[config.mk]
export PLATFORM = sky130hd
export DESIGN_NAME = sipo_byte_packer
export DESIGN_NICKNAME = d
export VERILOG_FILES = /design/src/rtl/sipo_byte_packer.sv
export SDC_FILE = /design/constraint.sdc
export NUM_CORES = 1
export LEC_CHECK = 0
export BUFFER_PORTS_ARGS = -buffer_cell sky130_fd_sc_hd__buf_2
export CAP_MARGIN = 10
export CORE_UTILIZATION = 55
export CTS_BUF_LIST = sky130_fd_sc_hd__clkbuf_2
export DETAILED_ROUTE_END_ITERATION = 7
export HOLD_SLACK_MARGIN = 0.05
export PLACE_DENSITY_LB_ADDON = 0.08
export SYNTH_ARGS = -nofsm -noshare
export SYNTH_HDL_FRONTEND = slang
export SYNTH_SLANG_ARGS = --single-unit
[constraint.sdc]
create_clock -name clk -period 2 [get_ports clk]
set_clock_uncertainty 0.1 [all_clocks]
set_input_delay 0.1 -clock clk [delete_from_list [all_inputs] [get_ports clk]]
set_output_delay 0.1 -clock clk [all_outputs]
set_load 0.02 [all_outputs]
[src/rtl/sipo_byte_packer.sv]
// sipo_byte_packer: packs a framed serial stream into bytes and re-times the shifter delay select to byte boundaries.
// Define SIPO_BYTE_PACKER_PARITY_EN to add a trailing even-parity bit per byte and the parity_err pulse.
module sipo_byte_packer #(
    parameter int MSB_FIRST = 1
) (
    input  logic       clk,
    input  logic       rst,
    input  logic       bit_in,
    input  logic       bit_valid,
    input  logic       frame_start,
    input  logic       stop,
    input  logic [1:0] sel_in,
    input  logic       sel_load,
    output logic [7:0] byte_out,
    output logic       byte_valid,
    output logic [1:0] sel_out,
    output logic [3:0] bit_cnt,
    output logic       frame_err,
    output logic       parity_err
);
    typedef enum logic {IDLE, SHIFT} state_t;

    state_t     state_q, state_d;
    logic [7:0] sr_q, sr_d, byte_q, byte_d, sr_sh;
    logic [3:0] cnt_q, cnt_d;
    logic [1:0] selp_q, selp_d, selo_q, selo_d;
    logic       bv_q, bv_d, fe_q, fe_d, pe_q, pe_d, data_bit;

`ifdef SIPO_BYTE_PACKER_PARITY_EN
    localparam logic [3:0] LAST = 4'd8;
    // the ninth accepted bit is parity and never enters the shift register
    assign data_bit = cnt_q != LAST;
`else
    localparam logic [3:0] LAST = 4'd7;
    assign data_bit = 1'b1;
`endif

    assign sr_sh = (MSB_FIRST != 0) ? {sr_q[6:0], bit_in} : {bit_in, sr_q[7:1]};

    always_comb begin
        state_d = state_q;
        sr_d    = sr_q;
        byte_d  = byte_q;
        cnt_d   = cnt_q;
        selp_d  = selp_q;
        selo_d  = selo_q;
        bv_d    = 1'b0;
        fe_d    = 1'b0;
        pe_d    = 1'b0;
        if (stop) begin
            state_d = IDLE;
            cnt_d   = '0;
        end else if (frame_start) begin
            state_d = SHIFT;
            fe_d    = (state_q == SHIFT) && (cnt_q != '0);
            sr_d    = bit_valid ? sr_sh : sr_q;
            cnt_d   = {3'b000, bit_valid};
            selp_d  = sel_load ? sel_in : selp_q;
            selo_d  = (sel_load && state_q == IDLE) ? sel_in : selo_q;
        end else if (state_q == IDLE) begin
            selp_d = sel_load ? sel_in : selp_q;
            selo_d = sel_load ? sel_in : selo_q;
        end else begin
            selp_d = sel_load ? sel_in : selp_q;
            if (bit_valid) begin
                sr_d  = data_bit ? sr_sh : sr_q;
                cnt_d = cnt_q + 4'd1;
                if (cnt_q == LAST) begin
                    cnt_d  = '0;
                    bv_d   = 1'b1;
                    byte_d = data_bit ? sr_sh : sr_q;
                    selo_d = sel_load ? sel_in : selp_q;
`ifdef SIPO_BYTE_PACKER_PARITY_EN
                    pe_d   = ^{sr_q, bit_in};
`endif
                end
            end
        end
    end

    always_ff @(posedge clk) begin
        if (rst) begin
            state_q <= IDLE;
            sr_q    <= '0;
            byte_q  <= '0;
            cnt_q   <= '0;
            selp_q  <= '0;
            selo_q  <= '0;
            bv_q    <= 1'b0;
            fe_q    <= 1'b0;
            pe_q    <= 1'b0;
        end else begin
            state_q <= state_d;
            sr_q    <= sr_d;
            byte_q  <= byte_d;
            cnt_q   <= cnt_d;
            selp_q  <= selp_d;
            selo_q  <= selo_d;
            bv_q    <= bv_d;
            fe_q    <= fe_d;
            pe_q    <= pe_d;
        end
    end

    assign byte_out   = byte_q;
    assign byte_valid = bv_q;
    assign sel_out    = selo_q;
    assign bit_cnt    = cnt_q;
    assign frame_err  = fe_q;
    assign parity_err = pe_q;
endmodule

After elaboration in Yosys (flattened, before gate mapping). Index checks and enable logic that the tools add are counted.

Flip-flop bits (word level): 27. Latch bits: 0. RAM bits: 0. Memory bits (read-only): 0. Input port bits: 9. Output and inout port bits: 17. Logic and storage cells: 48. Memories: 0.

Add/sub/neg operators: 1. Multipliers: 0. Div/mod/pow operators: 0. Magnitude comparators: 0. Equal/unequal tests: 4. Shift-type cells: 0. Mux-type cells: 15. Bitwise logic cells: 4. Reduce and logical (&&, ||, !) cells: 15.

Operators by type and width (count): $mux 8 (3); $mux 2 (7); $reduce_and 5->1 (2); $reduce_and 2->1 (3); $reduce_or 3->1 (2); $reduce_or 5->1 (1); $add 4x1->4 const B (1); $eq 4x3->1 const B (1); $mux 1 (4); $mux 4 (1); $not 1->1 (4); $reduce_bool 2->1 (2); $reduce_bool 4->1 (1); $ne 3x2->1 const B (1); $ne 3x3->1 const B (1); $reduce_bool 3->1 (1); $logic_and 1x1->1 (2); $ne 2x1->1 const B (1); $reduce_or 2->1 (1).

Depth between registers and ports, before layout. Gate-level depths: netlist of the first run.

Depth after elaboration: 5. Mapped depth: 5. Mapped depth without buffers: 4.

Worst setup path after synthesis of the first run. No wires, ideal clock.

Path kind: reg-to-reg. Start point: register cnt_q[0] (netlist: bit_cnt[0]). End point: register cnt_q[0] (netlist: bit_cnt[0]). Arrival time: 1404 ps. Slack: 405 ps. Cell stages (with the launch flop): 6. Buffers on the path: 1. Cell sequence: dfxtp_1 -> ha_1 -> and3b_1 -> buf_6 -> or3_1 -> a311oi_1.

Cells in the longest elaborated chain, start to end: 5.

Ends and longest elaborated chain: start: declaration (line 25) `logic [3:0] cnt_q, cnt_d;`; start signal: assignment (line 96) `cnt_q <= cnt_d;`; $add 4x1->4 or $eq 4x3->1 (tied branches) (line 67, 68); $mux 4 * (line 68) `if (cnt_q == LAST) begin`; $mux 1 * (line 65) `if (bit_valid) begin`; $mux 1 * (line 60) `end else if (state_q == IDLE) begin`; $mux 1 * (line 53) `end else if (frame_start) begin`.

Every way passes the cells marked *; elsewhere a longest branch is shown, timed or not. The select of a mux whose other input is x is not followed. A chain may end at the register's enable or synchronous reset.

Final worst setup path of the first run.
Start point: register state_q. End point: register sr_q[0].

Cells in the longest elaborated chain, start to end: 2.

Ends and longest elaborated chain: start: declaration (line 23) `state_t state_q, state_d;`; start signal: assignment (line 93) `state_q <= state_d;`; $reduce_bool 2->1 (no line); $reduce_and 2->1 (no line); end signal: assignment (line 94) `sr_q <= sr_d;`; end: declaration (line 24) `logic [7:0] sr_q, sr_d, byte_q, byte_d, sr_sh;`.

No other way between the ends.

==> results of run 1 <==
[worst max path at each step]
| stage | startpoint | to | cells past startpoint |
|---|---|---|---|
| finish | state_q | sr_q[0] | 4 |
| global route | state_q | sr_q[0] | 4 |
| CTS | state_q | sr_q[0] | 4 |
| detailed placement | bit_cnt[0] | sel_out[1] | 4 |
| global placement | bit_cnt[0] | bit_cnt[0] | 4 |
| floorplan | bit_cnt[0] | bit_cnt[0] | 5 |
[area by class of cell]
type / instances / share of cell area (%)
Clock inverter: 1 / 0.276
Clock buffer: 3 / 1.10
Tap cell: 27 / 2.48
Timing Repair Buffer: 33 / 15.3
Sequential cell: 26 / 38.3
Inverter: 2 / 0.552
Multi-Input combinational cell: 92 / 42.0
[routing by layer]
metal / share of wire [%] / global-route usage [%] / wire, um / vias to the layer above
met3: 3.5 / 2.96 / 85 / 5
met4: 1.5 / 10.6 / 37 / 0
li1: - / - / - / 521
met2: 49 / 37.1 / 1170 / 23
met1: 46 / 30.1 / 1110 / 498
met5: 0 / 0 / 0 / -
[power breakdown]
group	internal [uW]	switching, uW	total (uW)
Sequential	527	6.50	534
Combinational	34.1	45.4	79.6
Clock	43.4	153	196
[placed cells by master (no fill, tap or decap), drive strengths merged, types with 2 or more instances in the layout]
cell and count:
dfxtp 26, buf 25, nand3 19, a21oi 18
o21ai 16, nor2 8, dlygate4sd3 8, nand2 4
mux2i 4, clkbuf 3, inv 2, or3 2
and2b 2, a221oi 2, ha 2, nor3b 2
[registers in the layout, summed over array words and instances (netlist names)]
| name | count |
|---|---|
| bit_cnt | 4 |
| byte_out | 8 |
| byte_valid | 1 |
| sr_q | 7 |
| state_q | 1 |
| sel_out | 2 |
| frame_err | 1 |
| selp_q | 2 |
[through the flow]
step                      cells  hold WS (ps)  util, %  setup WS (ps)  total power, uW
after floorplan             131          78.0        -            405              590
after global placement      172           254     63.6            473              608
after detailed placement    172           276     63.6            345              610
after CTS                   184          68.8     68.6            237              813
after global routing        184          74.3     68.6            107              848
final                       184          71.8     68.6            215              809
[tightest hold or removal path, stage by stage]
cell and delay (ps):
buf_2 100, nor3b_2 60, mux2i_1 150, a221oi_1 100
[cells by family (layout without fill, tap and decap cells)]
kind of cell             count (synthesis)  count (layout)
other                                    1               1
adder cells (fa/ha/maj)                  2               2
flip-flops                              26              26
AO/OA/AOI/OAI                           38              38
XOR/XNOR                                 1               1
AND/OR/NAND/NOR                         46              46
buffers and inverters                   13              39
multiplexers                             4               4
[repair_timing]
| item | in CTS | in global routing |
|---|---|---|
| endpoints found under the hold margin | 19 | 0 |
| buffers inserted | 0 | 0 |
| hold buffers | 8 | 0 |
==> flow_summary.yaml, run 1 <==
logic_synthesis:
  muxShareOfSynthArea_pct: 3.42
  yosys-top-cells-area: "dfxtp_1, nand3_1, a21oi_1"
  synth_xor_area_share_pct: 0.748
  async_reset_ff_share_pct: 0
  yosysMostFrequentCell: "dfxtp_1"
  synth-simple-area-share_pct: 22.5
  syn_nets: 142
  synth_top_area_cell: "dfxtp_1"
  synth_compound_area_share_pct: 19.7
  syn_area_mm2: 0.00117
  netlist_instances: 131
  ys_types: 33
  synthFlopType: "dfxtp_1"
  synth_top_area_share_pct: 44.4
  ys_warn_count: 0
  synth_top_family_by_area: "simple AND/OR/NAND/NOR gates"
  synth-seq-cells: 26
  syn_area_per_cell_um2: 8.94
  synthTopCellsByCount: "dfxtp_1, nand3_1, a21oi_1"
  synth_edf_count: 0
  yosysSeqAreaShare_pct: 44.4
  synth_adder_area_share_pct: 2.14
floorplan:
  row_count: 16
  die-area_mm2: 0.00232
  die_w_um: 48.1
  initial_core_util_pct: 59.1
  die_height_um: 48.1
  ios: 26
  core_area_mm2: 0.00198
drt:
  vias: 1047
  drc: 0
  drt_iter0_drc: 24
  drt_pre_antenna_iters: 4
  drt_wl_total_um: 2400
  ant_nets: 0
  vias_per_cell: 5.69
  wl_per_cell_um: 13.1
sta:
  clock.fmax_mhz: 560
  finalSetupTns_ps: 0
  setup_viol: 0
  fin_crit_ps: 1790
  post-route-period-util_pct: 89.3
  rsz0062_at_grt: "no"
  finalHoldViolCount: 0
  report.final.slew_viol_count: 0
clock_tree:
  root_buffer: "clkbuf_2"
  cts_max_level: 1
  clk_pin_slew_ps: 230
  cts_tree: "yes"
  clock_latency_ps: 350
  numCtsBuffers: 3
  cts_sinks: 26
  post_cts_resized: 0
  clockBufferDepth: 2
run:
  maxCapViolCount: 0
setup_path:
  r2r_start: "state_q"
  crit_fanout: 9
  crit_buf_inv: 1
  crit_slowest_cell: "dlygate4sd3_1"
  critPathTopFamily: "buffers and inverters"
  r2r_cells: 4
  path_class: "reg2reg"
  end_kind: "flip-flop"
  path_cells: "nor2_1 > o21ai_0 > a21oi_1 > dlygate4sd3_1"
  rrSetupSlack_ps: 210
  worst_path_largest_cell_delay_ps: 540
  crit_required_ps: 2230
  reg2reg_to: "sr_q[0]"
  start_kind: "flip-flop"
  arrival_ps: 2010
grt:
  grt_pass1_vias: 864
  grt_use_total_pct: 22.9
  antenna_found_initial: 0
  grt_remaining_overflow: 0
  grt_max_degree: 24
  grt_pass1_wl_um: 3700
hold_path:
  whs_endpoint: "sel_out[0]"
  hp-start: "sel_load"
  hold_depth: 4
  hold_class: "in2reg"
cells_and_area:
  final_nets: 169
  regArea_um2: 520
  design_area_mm2: 0.00136
  fillers: 169
  antennaDiodeCount: 0
  multi_input_area_um2: 572
  drive_above_1_share_pct: 23.6
  area_growth_pct: 16.1
pwr:
  ir_worst_vdd_v: 0.000446
  p_per_area_mw_per_mm2: 595
  cellLeakagePower_uw: 0.000517
placed_design:
  place_hpwl_um: 1660
  gp_congestion: 0.764
  dpl_cell_area_mm2: 0.00126
  port_buffers: 24
run_status:
  outcome: "finished clean"
Note: power is estimated with default switching activity, not from simulation.
==> run 2: changes to the inputs <==
- REMOVE_ABC_BUFFERS: unset -> 1
==> run 2 against run 1 <==
  * Critical endpoint is now selp_q[0]
  * Via count decreased by 2.4%
  * Combinational power increased by 3.8%
  * Final area increased by 1.5%
  * Hold slack improved by 300 ps
  * Flip-flop and latch count unchanged
==> flow_summary.yaml, run 2 (synthesis gave the netlist of run 1 again) <==
run_status:
  outcome: "finished clean"
grt:
  grt_pass1_vias: 818
  grt_max_degree: 24
  antenna_found_initial: 0
  grt_pass1_wl_um: 3550
  grt_use_total_pct: 22.4
  grt_remaining_overflow: 0
sta:
  finalSetupTns_ps: 0
  clock.fmax_mhz: 587
  finalHoldViolCount: 0
  fin_crit_ps: 1700
  setup_viol: 0
  post-route-period-util_pct: 85.2
  report.final.slew_viol_count: 0
  rsz0062_at_grt: "no"
cells_and_area:
  layout_commonest_cell: "dfxtp_1"
  utilization_pct: 69.6
  drive_above_1_share_pct: 23.3
  antennaDiodeCount: 0
  layout_common_cells: "dfxtp_1, buf_2, nand3_1, a21oi_1, dlygate4sd3_1"
  area_growth_pct: 17.8
  fillers: 178
  fin_cells: 186
  final_nets: 171
  multi_input_area_um2: 572
  regArea_um2: 520
  largest_reg_flops: 8
setup_path:
  crit_fanout: 10
  arrival_ps: 1880
  rrSetupSlack_ps: 360
  r2r_cells: 4
  crit_required_ps: 2170
  path_class: "in2reg"
  r2r_start: "bit_cnt[0]"
  start_kind: "input port"
  reg2reg_to: "bit_cnt[0]"
  end_kind: "flip-flop"
clock_tree:
  root_buffer: "clkbuf_2"
  clockBufferDepth: 2
  clk_pin_slew_ps: 220
  post_cts_resized: 0
  cts_max_level: 1
  cts_setup_buffers: 0
  cts_sinks: 26
  numCtsBuffers: 3
  cts_tree: "yes"
  clock_latency_ps: 350
floorplan:
  die_w_um: 48.1
  die_height_um: 48.1
  core_area_mm2: 0.00198
  ios: 26
  initial_core_util_pct: 59.1
  die-area_mm2: 0.00232
  row_count: 16
hold_path:
  whs_endpoint: "byte_out[7]"
  hold_depth: 2
  hold_class: "reg2reg"
  hp-start: "byte_out[7]"
run:
  maxCapViolCount: 0
drt:
  ant_nets: 0
  vias: 1022
  vias_per_cell: 5.49
  wl_per_cell_um: 12.7
  drt_pre_antenna_iters: 4
  drc: 0
  drt_iter0_drc: 9
  drt_wl_total_um: 2370
pwr:
  seqPwrFrac_pct: 66.0
  internal-power_uw: 607
  clkPwrFrac_pct: 23.8
  p_per_area_mw_per_mm2: 585
  swShare_pct: 24.8
  cellLeakagePower_uw: 0.000527
  p_sw_uw: 201
  combPwrFrac_pct: 10.2
  ir_worst_vdd_v: 0.000380
placed_design:
  place_hpwl_um: 1570
  gp_congestion: 0.799
  port_buffers: 24
  dp_cells: 172
## run 2: what timing repair did
item,CTS,global route
endpoints found under the setup margin,0,0
hold buffers,10,0
endpoints found under the hold margin,19,0
## run 2: worst max-delay path by stage
stage	start	endpoint	slack (ps)
3_5_place_dp	bit_cnt[0]	bit_cnt[0]	410
2_1_floorplan	bit_cnt[0]	sel_out[0]	380
6_report	stop	selp_q[0]	300
4_1_cts	stop	selp_q[0]	320
3_3_place_gp	bit_cnt[0]	bit_cnt[0]	480
5_1_grt	bit_cnt[0]	sel_out[1]	220
## run 2: layout make-up
type	count	share of cell area, %
clock buffers	3	1.09
clock inverters	1	0.272
inverters	2	0.544
multi-input cells	92	41.4
flip-flops and latches	26	37.7
well taps	27	2.45
repair buffers	35	16.5
## run 2: metrics by stage
step           instance area [um^2]  worst slack [ps]  total power (uW)  hold slack [ps]
2_1_floorplan                  1100               380               578             69.1
3_3_place_gp                   1260               483               608              254
3_5_place_dp                   1260               409               610              266
4_1_cts                        1380               321               819              374
5_1_grt                        1380               222               848              395
6_report                       1380               296               808              371
## run 2: routing by layer
layer / vias up / global-route usage (%) / routed length [um]
met5: - / 0 / 0
met4: 0 / 11.1 / 35
met3: 5 / 3.70 / 76
met2: 27 / 37.3 / 1120
met1: 466 / 27.8 / 1130
li1: 524 / - / -
## run 2: power by group through the flow
| stage | Combinational, uW | Sequential (uW) | Clock [uW] |
|---|---|---|---|
| finish | 82.6 | 533 | 192 |
| floorplan | 32.1 | 546 | 0 |
| detailed placement | 66.7 | 543 | 0 |
| global placement | 65.4 | 543 | 0 |
| CTS | 81.2 | 533 | 205 |
| global route | 90.0 | 535 | 223 |
## run 2: critical path: stages
cell,delay [ps]
dlygate4sd3_1,530
buf_2,170
and2b_1,250
mux2i_1,210
nor2_1,50
dlygate4sd3_1,560
